**config.mk**
```make
export PLATFORM = sky130hd
export DESIGN_NAME = mem_port_arbiter_flat
export DESIGN_NICKNAME = d
export VERILOG_FILES = /design/src/rtl/mem_port_arbiter_if.sv /design/src/rtl/mem_port_arbiter.sv /design/src/flat_wrapper.sv
export SDC_FILE = /design/constraint.sdc
export NUM_CORES = 1
export LEC_CHECK = 0
export ABC_CLOCK_PERIOD_IN_PS = 2490
export CAP_MARGIN = 15
export CORE_ASPECT_RATIO = 1.75
export CORE_MARGIN = 2
export CORE_UTILIZATION = 29
export DETAILED_ROUTE_END_ITERATION = 7
export PLACE_DENSITY = 0.57
export SLEW_MARGIN = 25
export SYNTH_ARGS = -nofsm -noshare
export SYNTH_HDL_FRONTEND = slang
export SYNTH_SLANG_ARGS = --single-unit
```
**constraint.sdc**
```tcl
create_clock -name Clk -period 2.49 [get_ports Clk]
set_input_delay 0.3735 -clock Clk [delete_from_list [all_inputs] [get_ports Clk]]
set_output_delay 0.3735 -clock Clk [all_outputs]
set_load 0.01 [all_outputs]
```
**src/rtl/mem_port_arbiter_if.sv**
```systemverilog
// Bundle of the requester-side and memory-side signals of the MFA/MFC port
// arbiter. The slave modport is the arbiter's view; master is the view of
// whatever drives the requests and models the memory.
interface mem_port_arbiter_if #(
  parameter int ADDR_W = 8,
  parameter int DATA_W = 32
);

  // Fetch requester
  logic              IF_REQ;
  logic [ADDR_W-1:0] IF_ADDR;
  logic              IF_DONE;
  logic [DATA_W-1:0] IF_RDATA;

  // Data (load/store) requester
  logic              DA_REQ;
  logic [ADDR_W-1:0] DA_ADDR;
  logic              DA_RW;
  logic              DA_WB;
  logic [DATA_W-1:0] DA_WDATA;
  logic              DA_DONE;
  logic [DATA_W-1:0] DA_RDATA;
  logic              DA_ERR;

  // Status
  logic              BUSY;

  // Memory port
  logic              MFA;
  logic [ADDR_W-1:0] MEMADD;
  logic              READ_WRITE;
  logic              WORD_BYTE;
  logic [DATA_W-1:0] MEMDAT_OUT;
  logic [DATA_W-1:0] MEMDAT;
  logic              MFC;

  modport slave (
    input  IF_REQ, IF_ADDR,
    input  DA_REQ, DA_ADDR, DA_RW, DA_WB, DA_WDATA,
    input  MEMDAT, MFC,
    output IF_DONE, IF_RDATA,
    output DA_DONE, DA_RDATA, DA_ERR,
    output BUSY,
    output MFA, MEMADD, READ_WRITE, WORD_BYTE, MEMDAT_OUT
  );

  modport master (
    output IF_REQ, IF_ADDR,
    output DA_REQ, DA_ADDR, DA_RW, DA_WB, DA_WDATA,
    output MEMDAT, MFC,
    input  IF_DONE, IF_RDATA,
    input  DA_DONE, DA_RDATA, DA_ERR,
    input  BUSY,
    input  MFA, MEMADD, READ_WRITE, WORD_BYTE, MEMDAT_OUT
  );

endinterface

```
**src/rtl/mem_port_arbiter.sv**
```systemverilog
// Two-requester controller for the single MFA/MFC memory port.
// Arbitrates fetch vs. data (round-robin on ties, data wins the first tie),
// runs the MFA -> MFC -> release handshake, returns read data and a one-cycle
// DONE pulse to the granted requester, and aborts with DA_ERR when memory
// does not answer within TIMEOUT ISSUE cycles.
module mem_port_arbiter #(
  parameter int ADDR_W  = 8,
  parameter int DATA_W  = 32,
  parameter int TIMEOUT = 15
) (
  input logic             Clk,
  input logic             Reset,
  mem_port_arbiter_if.slave bus
);

  localparam logic [1:0] IDLE    = 2'd0;
  localparam logic [1:0] ISSUE   = 2'd1;
  localparam logic [1:0] RELEASE = 2'd2;
  localparam logic [1:0] DONE    = 2'd3;

  localparam logic [7:0] TIMEOUT_C = 8'(TIMEOUT);

  logic [1:0]        state;
  logic              last_da;   // last grant: 0 = fetch, 1 = data
  logic              gnt_da;    // current grant: 0 = fetch, 1 = data
  logic              err;       // current transaction timed out
  logic [7:0]        cnt;
  logic [7:0]        cnt_inc;

  logic              mfa;
  logic [ADDR_W-1:0] memadd;
  logic              rw;
  logic              wb;
  logic [DATA_W-1:0] wdata;
  logic              if_done;
  logic              da_done;
  logic              da_err;
  logic [DATA_W-1:0] if_rdata;
  logic [DATA_W-1:0] da_rdata;

  logic              if_req;
  logic              da_req;
  logic              pick_da;

  // Effective requests (a requester is masked while its own DONE is high),
  // round-robin pick, and the saturating timeout increment.
  always_comb begin
    if_req  = bus.IF_REQ & ~if_done;
    da_req  = bus.DA_REQ & ~da_done;
    pick_da = da_req & (~if_req | ~last_da);
    cnt_inc = (cnt == 8'hFF) ? cnt : cnt + 8'd1;
  end

  // Handshake state machine with registered bus outputs and completion flags.
  always_ff @(posedge Clk) begin
    if (Reset) begin
      state    <= IDLE;
      last_da  <= 1'b0;
      gnt_da   <= 1'b0;
      err      <= 1'b0;
      cnt      <= '0;
      mfa      <= 1'b0;
      memadd   <= '0;
      rw       <= 1'b1;
      wb       <= 1'b1;
      wdata    <= '0;
      if_done  <= 1'b0;
      da_done  <= 1'b0;
      da_err   <= 1'b0;
      if_rdata <= '0;
      da_rdata <= '0;
    end else begin
      if_done <= 1'b0;
      da_done <= 1'b0;
      da_err  <= 1'b0;
      case (state)
        IDLE: begin
          if (if_req | da_req) begin
            gnt_da <= pick_da;
            mfa    <= 1'b1;
            cnt    <= '0;
            err    <= 1'b0;
            state  <= ISSUE;
            if (pick_da) begin
              memadd <= bus.DA_ADDR;
              rw     <= bus.DA_RW;
              wb     <= bus.DA_WB;
              wdata  <= bus.DA_WDATA;
            end else begin
              memadd <= bus.IF_ADDR;
              rw     <= 1'b1;
              wb     <= 1'b1;
            end
          end
        end
        ISSUE: begin
          if (bus.MFC) begin
            if (rw) begin
              if (gnt_da) da_rdata <= bus.MEMDAT;
              else        if_rdata <= bus.MEMDAT;
            end
            mfa   <= 1'b0;
            state <= RELEASE;
          end else begin
            cnt <= cnt_inc;
            if (cnt_inc >= TIMEOUT_C) begin
              mfa   <= 1'b0;
              err   <= 1'b1;
              state <= RELEASE;
            end
          end
        end
        RELEASE: begin
          if (!bus.MFC) state <= DONE;
        end
        DONE: begin
          // The pulse is registered here, so it is visible during the
          // following IDLE cycle; that is why IDLE masks the done requester.
          if_done <= ~gnt_da;
          da_done <= gnt_da;
          da_err  <= err;
          last_da <= gnt_da;
          state   <= IDLE;
        end
        default: state <= IDLE;
      endcase
    end
  end

  assign bus.MFA        = mfa;
  assign bus.MEMADD     = memadd;
  assign bus.READ_WRITE = rw;
  assign bus.WORD_BYTE  = wb;
  assign bus.MEMDAT_OUT = wdata;
  assign bus.IF_DONE    = if_done;
  assign bus.IF_RDATA   = if_rdata;
  assign bus.DA_DONE    = da_done;
  assign bus.DA_RDATA   = da_rdata;
  assign bus.DA_ERR     = da_err;
  assign bus.BUSY       = (state != IDLE);

endmodule

```
**src/flat_wrapper.sv**
```systemverilog
// flat-port wrapper written by rule: the top's interface ports become plain ports
module mem_port_arbiter_flat 
#(
  parameter int ADDR_W  = 8,
  parameter int DATA_W  = 32,
  parameter int TIMEOUT = 15
)
  (Clk, Reset, bus_IF_REQ, bus_IF_ADDR, bus_DA_REQ, bus_DA_ADDR, bus_DA_RW, bus_DA_WB, bus_DA_WDATA, bus_MEMDAT, bus_MFC, bus_IF_DONE, bus_IF_RDATA, bus_DA_DONE, bus_DA_RDATA, bus_DA_ERR, bus_BUSY, bus_MFA, bus_MEMADD, bus_READ_WRITE, bus_WORD_BYTE, bus_MEMDAT_OUT);
  mem_port_arbiter_if #(.ADDR_W(ADDR_W), .DATA_W(DATA_W)) bus_i ();
  input logic Clk;
  input logic Reset;
  input wire logic [$bits(bus_i.IF_REQ)-1:0] bus_IF_REQ;
  input wire logic [$bits(bus_i.IF_ADDR)-1:0] bus_IF_ADDR;
  input wire logic [$bits(bus_i.DA_REQ)-1:0] bus_DA_REQ;
  input wire logic [$bits(bus_i.DA_ADDR)-1:0] bus_DA_ADDR;
  input wire logic [$bits(bus_i.DA_RW)-1:0] bus_DA_RW;
  input wire logic [$bits(bus_i.DA_WB)-1:0] bus_DA_WB;
  input wire logic [$bits(bus_i.DA_WDATA)-1:0] bus_DA_WDATA;
  input wire logic [$bits(bus_i.MEMDAT)-1:0] bus_MEMDAT;
  input wire logic [$bits(bus_i.MFC)-1:0] bus_MFC;
  output wire logic [$bits(bus_i.IF_DONE)-1:0] bus_IF_DONE;
  output wire logic [$bits(bus_i.IF_RDATA)-1:0] bus_IF_RDATA;
  output wire logic [$bits(bus_i.DA_DONE)-1:0] bus_DA_DONE;
  output wire logic [$bits(bus_i.DA_RDATA)-1:0] bus_DA_RDATA;
  output wire logic [$bits(bus_i.DA_ERR)-1:0] bus_DA_ERR;
  output wire logic [$bits(bus_i.BUSY)-1:0] bus_BUSY;
  output wire logic [$bits(bus_i.MFA)-1:0] bus_MFA;
  output wire logic [$bits(bus_i.MEMADD)-1:0] bus_MEMADD;
  output wire logic [$bits(bus_i.READ_WRITE)-1:0] bus_READ_WRITE;
  output wire logic [$bits(bus_i.WORD_BYTE)-1:0] bus_WORD_BYTE;
  output wire logic [$bits(bus_i.MEMDAT_OUT)-1:0] bus_MEMDAT_OUT;
  assign bus_i.IF_REQ = bus_IF_REQ;
  assign bus_i.IF_ADDR = bus_IF_ADDR;
  assign bus_i.DA_REQ = bus_DA_REQ;
  assign bus_i.DA_ADDR = bus_DA_ADDR;
  assign bus_i.DA_RW = bus_DA_RW;
  assign bus_i.DA_WB = bus_DA_WB;
  assign bus_i.DA_WDATA = bus_DA_WDATA;
  assign bus_i.MEMDAT = bus_MEMDAT;
  assign bus_i.MFC = bus_MFC;
  assign bus_IF_DONE = bus_i.IF_DONE;
  assign bus_IF_RDATA = bus_i.IF_RDATA;
  assign bus_DA_DONE = bus_i.DA_DONE;
  assign bus_DA_RDATA = bus_i.DA_RDATA;
  assign bus_DA_ERR = bus_i.DA_ERR;
  assign bus_BUSY = bus_i.BUSY;
  assign bus_MFA = bus_i.MFA;
  assign bus_MEMADD = bus_i.MEMADD;
  assign bus_READ_WRITE = bus_i.READ_WRITE;
  assign bus_WORD_BYTE = bus_i.WORD_BYTE;
  assign bus_MEMDAT_OUT = bus_i.MEMDAT_OUT;
  mem_port_arbiter #(.ADDR_W(ADDR_W), .DATA_W(DATA_W), .TIMEOUT(TIMEOUT)) u_core (.Clk(Clk), .Reset(Reset), .bus(bus_i));
endmodule
```
==> flow_summary.yaml, run 1 <==
critical_path:
  cp-start-kind: "flip-flop"
  cp_top_family: "buffers and inverters"
  crit_chain: "inv_1 > ha_2 > inv_2 > clkdlybuf4s50_1"
  r2r-start: "u_core.state[1]$_SDFFE_PP0P_"
  cp.required_ns: 2.12
  crit_type: "flip-flop to primary output"
  endpoint_kind: "primary output"
  r2r-end: "u_core.cnt[4]$_SDFFE_PP0P_"
  crit_fanout: 7
  r2r_setup_slack_ns: 0.41
  arrival_ns: 1.92
  cp_num_buf_inv: 3
  slowest_delay_ns: 0.58
  rr_worst_depth: 7
  slowest_stage: "clkdlybuf4s50_1"
global_routing:
  grt_pass1_vias: 4641
  grt_pass1_wl_um: 23200
  use_met1: 0.176
  busiest_layer: "met2"
  grt_max_degree: 77
  antenna_found_initial: 1
  use_met2: 0.305
  grtUsageTotal: 0.168
  overflow: 0
  use_met3: 0.0492
flow_run:
  cap_violations: 0
logic_synthesis:
  synthSimpleGateAreaFrac: 0.221
  synth_cell_types: 47
  synth_ff_type: "dfxtp_1"
  synth_nets: 673
  synth_edf_count: 0
  ys_ff_latch: 123
  synth_xor_area_frac: 0
  syn_avg_cell_area_um2: 8.23
  ys_seq_area_frac: 0.516
  synthCells: 580
  synth_adder_area_share: 0.0157
  mappedNetlistArea_um2: 4780
  synth-compound-area-share: 0.183
  async_flop_share: 0
  synthMuxAreaShare: 0.0189
  synth_top_family_by_area: "simple AND/OR/NAND/NOR gates"
  yosysWarnings: 0
pwr:
  p_per_area_nw_per_um2: 921
  ir_worst_vdd_uv: 494
  power.total_w: 0.00700
  p_leak_nw: 2.66
timing:
  slew_violations: 0
  tightest_slew_ns: 0.671
  finalCritPeriodShare: 0.920
  skew_ns: 0.00844
  clock.fmax_mhz: 436
  finalSetupViolations: 0
  fin_crit_ns: 2.29
  hold_viol_final: 0
  tns_ns: 0
  slew_headroom: 0.553
  hold_ws_ns: 0.450
  rsz0062_at_grt: "no"
route:
  post-route-drc-count: 0
  vias: 4726
  vias_per_cell: 4.87
  ant_nets: 0
  drt_iter0_drc: 250
  wl_um: 14600
  dr.pass1.iters: 4
  avgRoutedWirePerCell_um: 15.0
cells_and_area:
  nNetsFinal: 859
  final_common_cell: "clkdlybuf4s50_1"
  layout-drive-gt1-share: 0.0746
  final_cell_mix: "clkdlybuf4s50_1, nand2_1, dfxtp_1"
  area_delta_synth_final_pct: 59.1
clocking:
  cts_tree: "done"
  numCtsBuffers: 17
  htreeDepth: 4
  clockBufferDepth: 2
  clock_latency_ns: 0.40
  cts.sinks: 123
  cts.clk_slew.worst_paths_ns: 0.06
  cts-root-buf: "clkbuf_16"
hold_path:
  hold_start: "u_core.bus.IF_RDATA[28]$_SDFFE_PP0P_"
  hold_path_depth: 2
  min_to: "u_core.bus.IF_RDATA[28]$_SDFFE_PP0P_"
  hold_path.class: "flip-flop to flip-flop"
placed_design:
  port_buffers: 197
  dp_hpwl_um: 10400
  gp_congestion: 0.794
outcome:
  status: "complete, no violations"
die:
  core_um2: 16300
  fp.dieW_um: 101
  initial_core_util: 0.293
  die_area_um2: 17600
  pin_count: 198
  rows: 62
  die_h_um: 174
==> metal layers <==
metal  vias up  share of wire
met4         0          0.028
met3        31          0.078
met5         -              0
met2       193           0.52
met1      2163           0.38
li1       2339              -
==> cell type report <==
| type | instances | area [µm²] |
|---|---|---|
| timing repair buffer | 210 | 2100 |
| sequential | 123 | 2460 |
| clock buffer | 18 | 439 |
| fill | 1561 | 8690 |
| inverter | 7 | 26.3 |
| antenna | 1 | 2.50 |
| clock inverter | 13 | 214 |
| multi-input combinational | 407 | 2110 |
| tap | 192 | 240 |
==> timing repair <==
item	4_1_cts	5_1_grt
gates resized for setup	0	2
hold buffers	0	0
endpoints found under the setup margin	0	1
setup buffers	0	0
==> through the flow <==
| stage | setup slack [ns] | area [µm²] | cells | utilization |
|---|---|---|---|---|
| finish | 0.198 | 7600 | 971 | 0.466 |
| global route | 0.0930 | 7600 | 971 | 0.466 |
| CTS | 0.0152 | 7590 | 970 | 0.466 |
| detailed placement | 0.287 | 6940 | 939 | 0.426 |
| global placement | 0.359 | 6940 | 939 | 0.426 |
| floorplan | 0.717 | 4780 | 580 | - |
==> power breakdown <==
group | leakage [nW] | switching (W) | total [W] | internal, W
Sequential | 1.00 | 0.000155 | 0.00238 | 0.00223
Combinational | 1.34 | 0.000977 | 0.00190 | 0.000922
Clock | 0.313 | 0.000912 | 0.00272 | 0.00181
==> how the worst max path moves through the flow <==
| stage | start | slack (ns) | depth (start not counted) | to |
|---|---|---|---|---|
| 2_1_floorplan | u_core.state[1]$_SDFFE_PP0P_ | 0.72 | 7 | u_core.cnt[3]$_SDFFE_PP0P_ |
| 3_5_place_dp | bus_MFC | 0.29 | 6 | u_core.cnt[4]$_SDFFE_PP0P_ |
| 3_3_place_gp | bus_MFC | 0.36 | 6 | u_core.cnt[4]$_SDFFE_PP0P_ |
| 6_report | u_core.state[0]$_SDFFE_PP0P_ | 0.20 | 4 | bus_BUSY |
| 4_1_cts | u_core.state[0]$_SDFFE_PP0P_ | 0.02 | 4 | bus_BUSY |
| 5_1_grt | u_core.state[0]$_SDFFE_PP0P_ | 0.09 | 4 | bus_BUSY |
==> worst register-to-register path, cell delays in order (launching register included) <==
cell and delay [ns]:
dfxtp_1 0.39, inv_1 0.10, ha_1 0.28, and2_1 0.22, a311oi_4 0.38, buf_4 0.21, nand4_1 0.09, a221oi_1 0.31
==> sequential cells by signal, summed over array words and instances (netlist names), 2 cells and up <==
register,count
u_core.bus.DA_RDATA,32
u_core.bus.MEMADD,8
u_core.bus.IF_RDATA,32
u_core.state,2
u_core.bus.MEMDAT_OUT,32
u_core.cnt,8
==> synthesized netlist by cell type, types with 2 or more instances <==
library cell | instances | share of area
a211oi_1 | 13 | 0.020
a21oi_1 | 99 | 0.10
a221oi_1 | 2 | 0.0037
a22oi_1 | 2 | 0.0031
a311oi_1 | 3 | 0.0055
a31oi_1 | 5 | 0.0065
and2_1 | 3 | 0.0039
and3_1 | 2 | 0.0026
and4_1 | 2 | 0.0037
buf_2 | 10 | 0.010
buf_6 | 2 | 0.0047
clkbuf_1 | 30 | 0.024
dfxtp_1 | 123 | 0.52
ha_1 | 6 | 0.016
inv_1 | 7 | 0.0055
mux2i_1 | 9 | 0.019
nand2_1 | 195 | 0.15
nand2b_1 | 9 | 0.012
nand3_1 | 5 | 0.0052
nand4_1 | 5 | 0.0065
nor2_1 | 14 | 0.011
nor3b_1 | 2 | 0.0031
o21ai_0 | 2 | 0.0021
o221ai_1 | 2 | 0.0037
o22ai_1 | 2 | 0.0026
o311ai_0 | 3 | 0.0055
o31ai_1 | 2 | 0.0031
or2_2 | 2 | 0.0026
==> cells by family (layout without fill, tap and decap cells) <==
kind of cell | after synthesis | count (layout)
simple gates | 247 | 247
compound gates | 145 | 145
flops | 123 | 123
buf+inv | 50 | 248
mux | 9 | 9
fa+ha+maj | 6 | 6
other cells | 0 | 1
Power figures use the tool's default switching activity.
==> run 2, diff against run 1 <==
--- a/config.mk
+++ b/config.mk
@@ -8,7 +8,7 @@
 export ABC_CLOCK_PERIOD_IN_PS = 2490
 export CAP_MARGIN = 15
 export CORE_ASPECT_RATIO = 1.75
-export CORE_MARGIN = 2
+export CORE_MARGIN = 5
 export CORE_UTILIZATION = 29
 export DETAILED_ROUTE_END_ITERATION = 7
 export PLACE_DENSITY = 0.57
==> run 2 against run 1 <==
Compared with the run above: wire length up 6.9%; sequential power is essentially flat; hold slack worse by 0.030 ns; critical endpoint unchanged; largest cell class unchanged; highest routed layer unchanged.
==> flow_summary.yaml, run 2 (synthesis gave the netlist of run 1 again) <==
outcome:
  status: "complete, no violations"
clocking:
  cts.clk_slew.worst_paths_ns: 0.06
  postCtsSetupBuffers: 0
  cts.sinks: 123
  numCtsBuffers: 17
  clockBufferDepth: 2
  cts-root-buf: "clkbuf_16"
  htreeDepth: 4
  cts_hold_repair.buffers: 0
  cts_tree: "done"
  clock_latency_ns: 0.41
cells_and_area:
  area_delta_synth_final_pct: 57.9
  layout-drive-gt1-share: 0.0709
  stdcell_count: 969
  final_common_cell: "clkdlybuf4s50_1"
  final_cell_mix: "clkdlybuf4s50_1, nand2_1, dfxtp_1"
  final_area_um2: 7540
  nNetsFinal: 856
die:
  initial_core_util: 0.293
  pin_count: 198
  die_h_um: 180
  rows: 62
  core_um2: 16300
  die_area_um2: 19200
  fp.dieW_um: 107
pwr:
  power_switching_share: 0.299
  power.share.clock: 0.382
  p_int_w: 0.00483
  p_per_area_nw_per_um2: 913
  power_frac_seq: 0.346
  p_comb_frac: 0.272
  power.total_w: 0.00689
  p_leak_nw: 2.63
  ir_worst_vdd_uv: 462
  switchingPower_w: 0.00206
timing:
  finalWorstSetupSlack_ns: 0.205
  tns_ns: 0
  rsz0062_at_grt: "no"
  tightest_slew_ns: 0.676
  skew_ns: 0.0118
  finalCritPeriodShare: 0.918
  clock.fmax_mhz: 438
  fin_crit_ns: 2.28
  finalSetupViolations: 0
  slew_headroom: 0.549
  hold_viol_final: 0
  slew_violations: 0
route:
  post-route-drc-count: 0
  dr.pass1.iters: 4
  vias_per_cell: 4.91
  drt_iter0_drc: 285
  ant_nets: 0
  avgRoutedWirePerCell_um: 16.1
  wl_um: 15600
  vias: 4759
global_routing:
  grt_max_degree: 87
  grt_pass1_vias: 4647
  grtUsageTotal: 0.161
  overflow: 0
  grt_pass1_wl_um: 24600
  antenna_found_initial: 1
critical_path:
  endpoint_kind: "primary output"
  arrival_ns: 1.91
  cp.required_ns: 2.12
  crit_type: "flip-flop to primary output"
  cp-start-kind: "flip-flop"
  crit_fanout: 7
placed_design:
  gp_congestion: 0.864
  dp_hpwl_um: 11200
  port_buffers: 197
  place_area_um2: 6900
  place_ws_ns: 0.274
  placedCellCount: 936
flow_run:
  cap_violations: 0
hold_path:
  hold_path.class: "primary input to flip-flop"
[run 2: cell count changes in the layout (fill, tap and decap cells not counted), sizes merged]
| cell | before | now |
|---|---|---|
| buf | 14 | 11 |
| clkinv | 3 | 6 |
| bufinv | 5 | 4 |
| clkbuf | 18 | 19 |
| clkinvlp | 2 | 1 |
| inv | 10 | 9 |
[run 2: stage by stage]
step | utilization | hold WS [ns]
2_1_floorplan | - | 0.422
3_3_place_gp | 0.424 | 0.442
3_5_place_dp | 0.424 | 0.446
4_1_cts | 0.463 | 0.396
5_1_grt | 0.463 | 0.441
6_report | 0.463 | 0.421
[run 2: timing repair]
item / 4_1_cts / 5_1_grt
gates resized for setup: 0 / 2
endpoints found under the setup margin: 0 / 1
hold endpoints to repair: 0 / 0
[run 2: final timing paths]
kind	from	to	slack (ns)	cells after the start
setup / recovery	u_core.state[0]$_SDFFE_PP0P_	bus_BUSY	0.21	4
hold / removal	Reset	u_core.last_da$_SDFFE_PP0N_	0.42	2
setup reg to reg	u_core.state[1]$_SDFFE_PP0P_	u_core.cnt[4]$_SDFFE_PP0P_	0.31	7
hold reg to reg	u_core.bus.IF_RDATA[26]$_SDFFE_PP0P_	u_core.bus.IF_RDATA[26]$_SDFFE_PP0P_	0.45	2
[run 2: layer usage]
layer / GRT usage / wire (µm)
met5: 0 / 0
met4: 0.0645 / 359
met3: 0.0499 / 1220
met2: 0.288 / 8070
met1: 0.174 / 5940
[run 2: critical path, cell delays in order (launching register included)]
cell,delay [ns]
dfxtp_1,0.41
inv_1,0.11
ha_2,0.26
inv_2,0.15
clkdlybuf4s50_1,0.58
[run 2: cell type report]
class	count	area [µm²]
fill	1602	8750
sequential	123	2460
multi-input combinational	407	2110
timing repair buffer	207	2070
clock buffer	19	443
tap	192	240
clock inverter	13	190
inverter	7	26.3
antenna	1	2.50
[run 2: power by group through the flow]
stage	logic [W]	registers, W	clock network, W
floorplan	0.000893	0.00251	0
global placement	0.00183	0.00241	0
detailed placement	0.00188	0.00242	0
CTS	0.00189	0.00238	0.00272
global route	0.00205	0.00242	0.00281
finish	0.00188	0.00238	0.00263
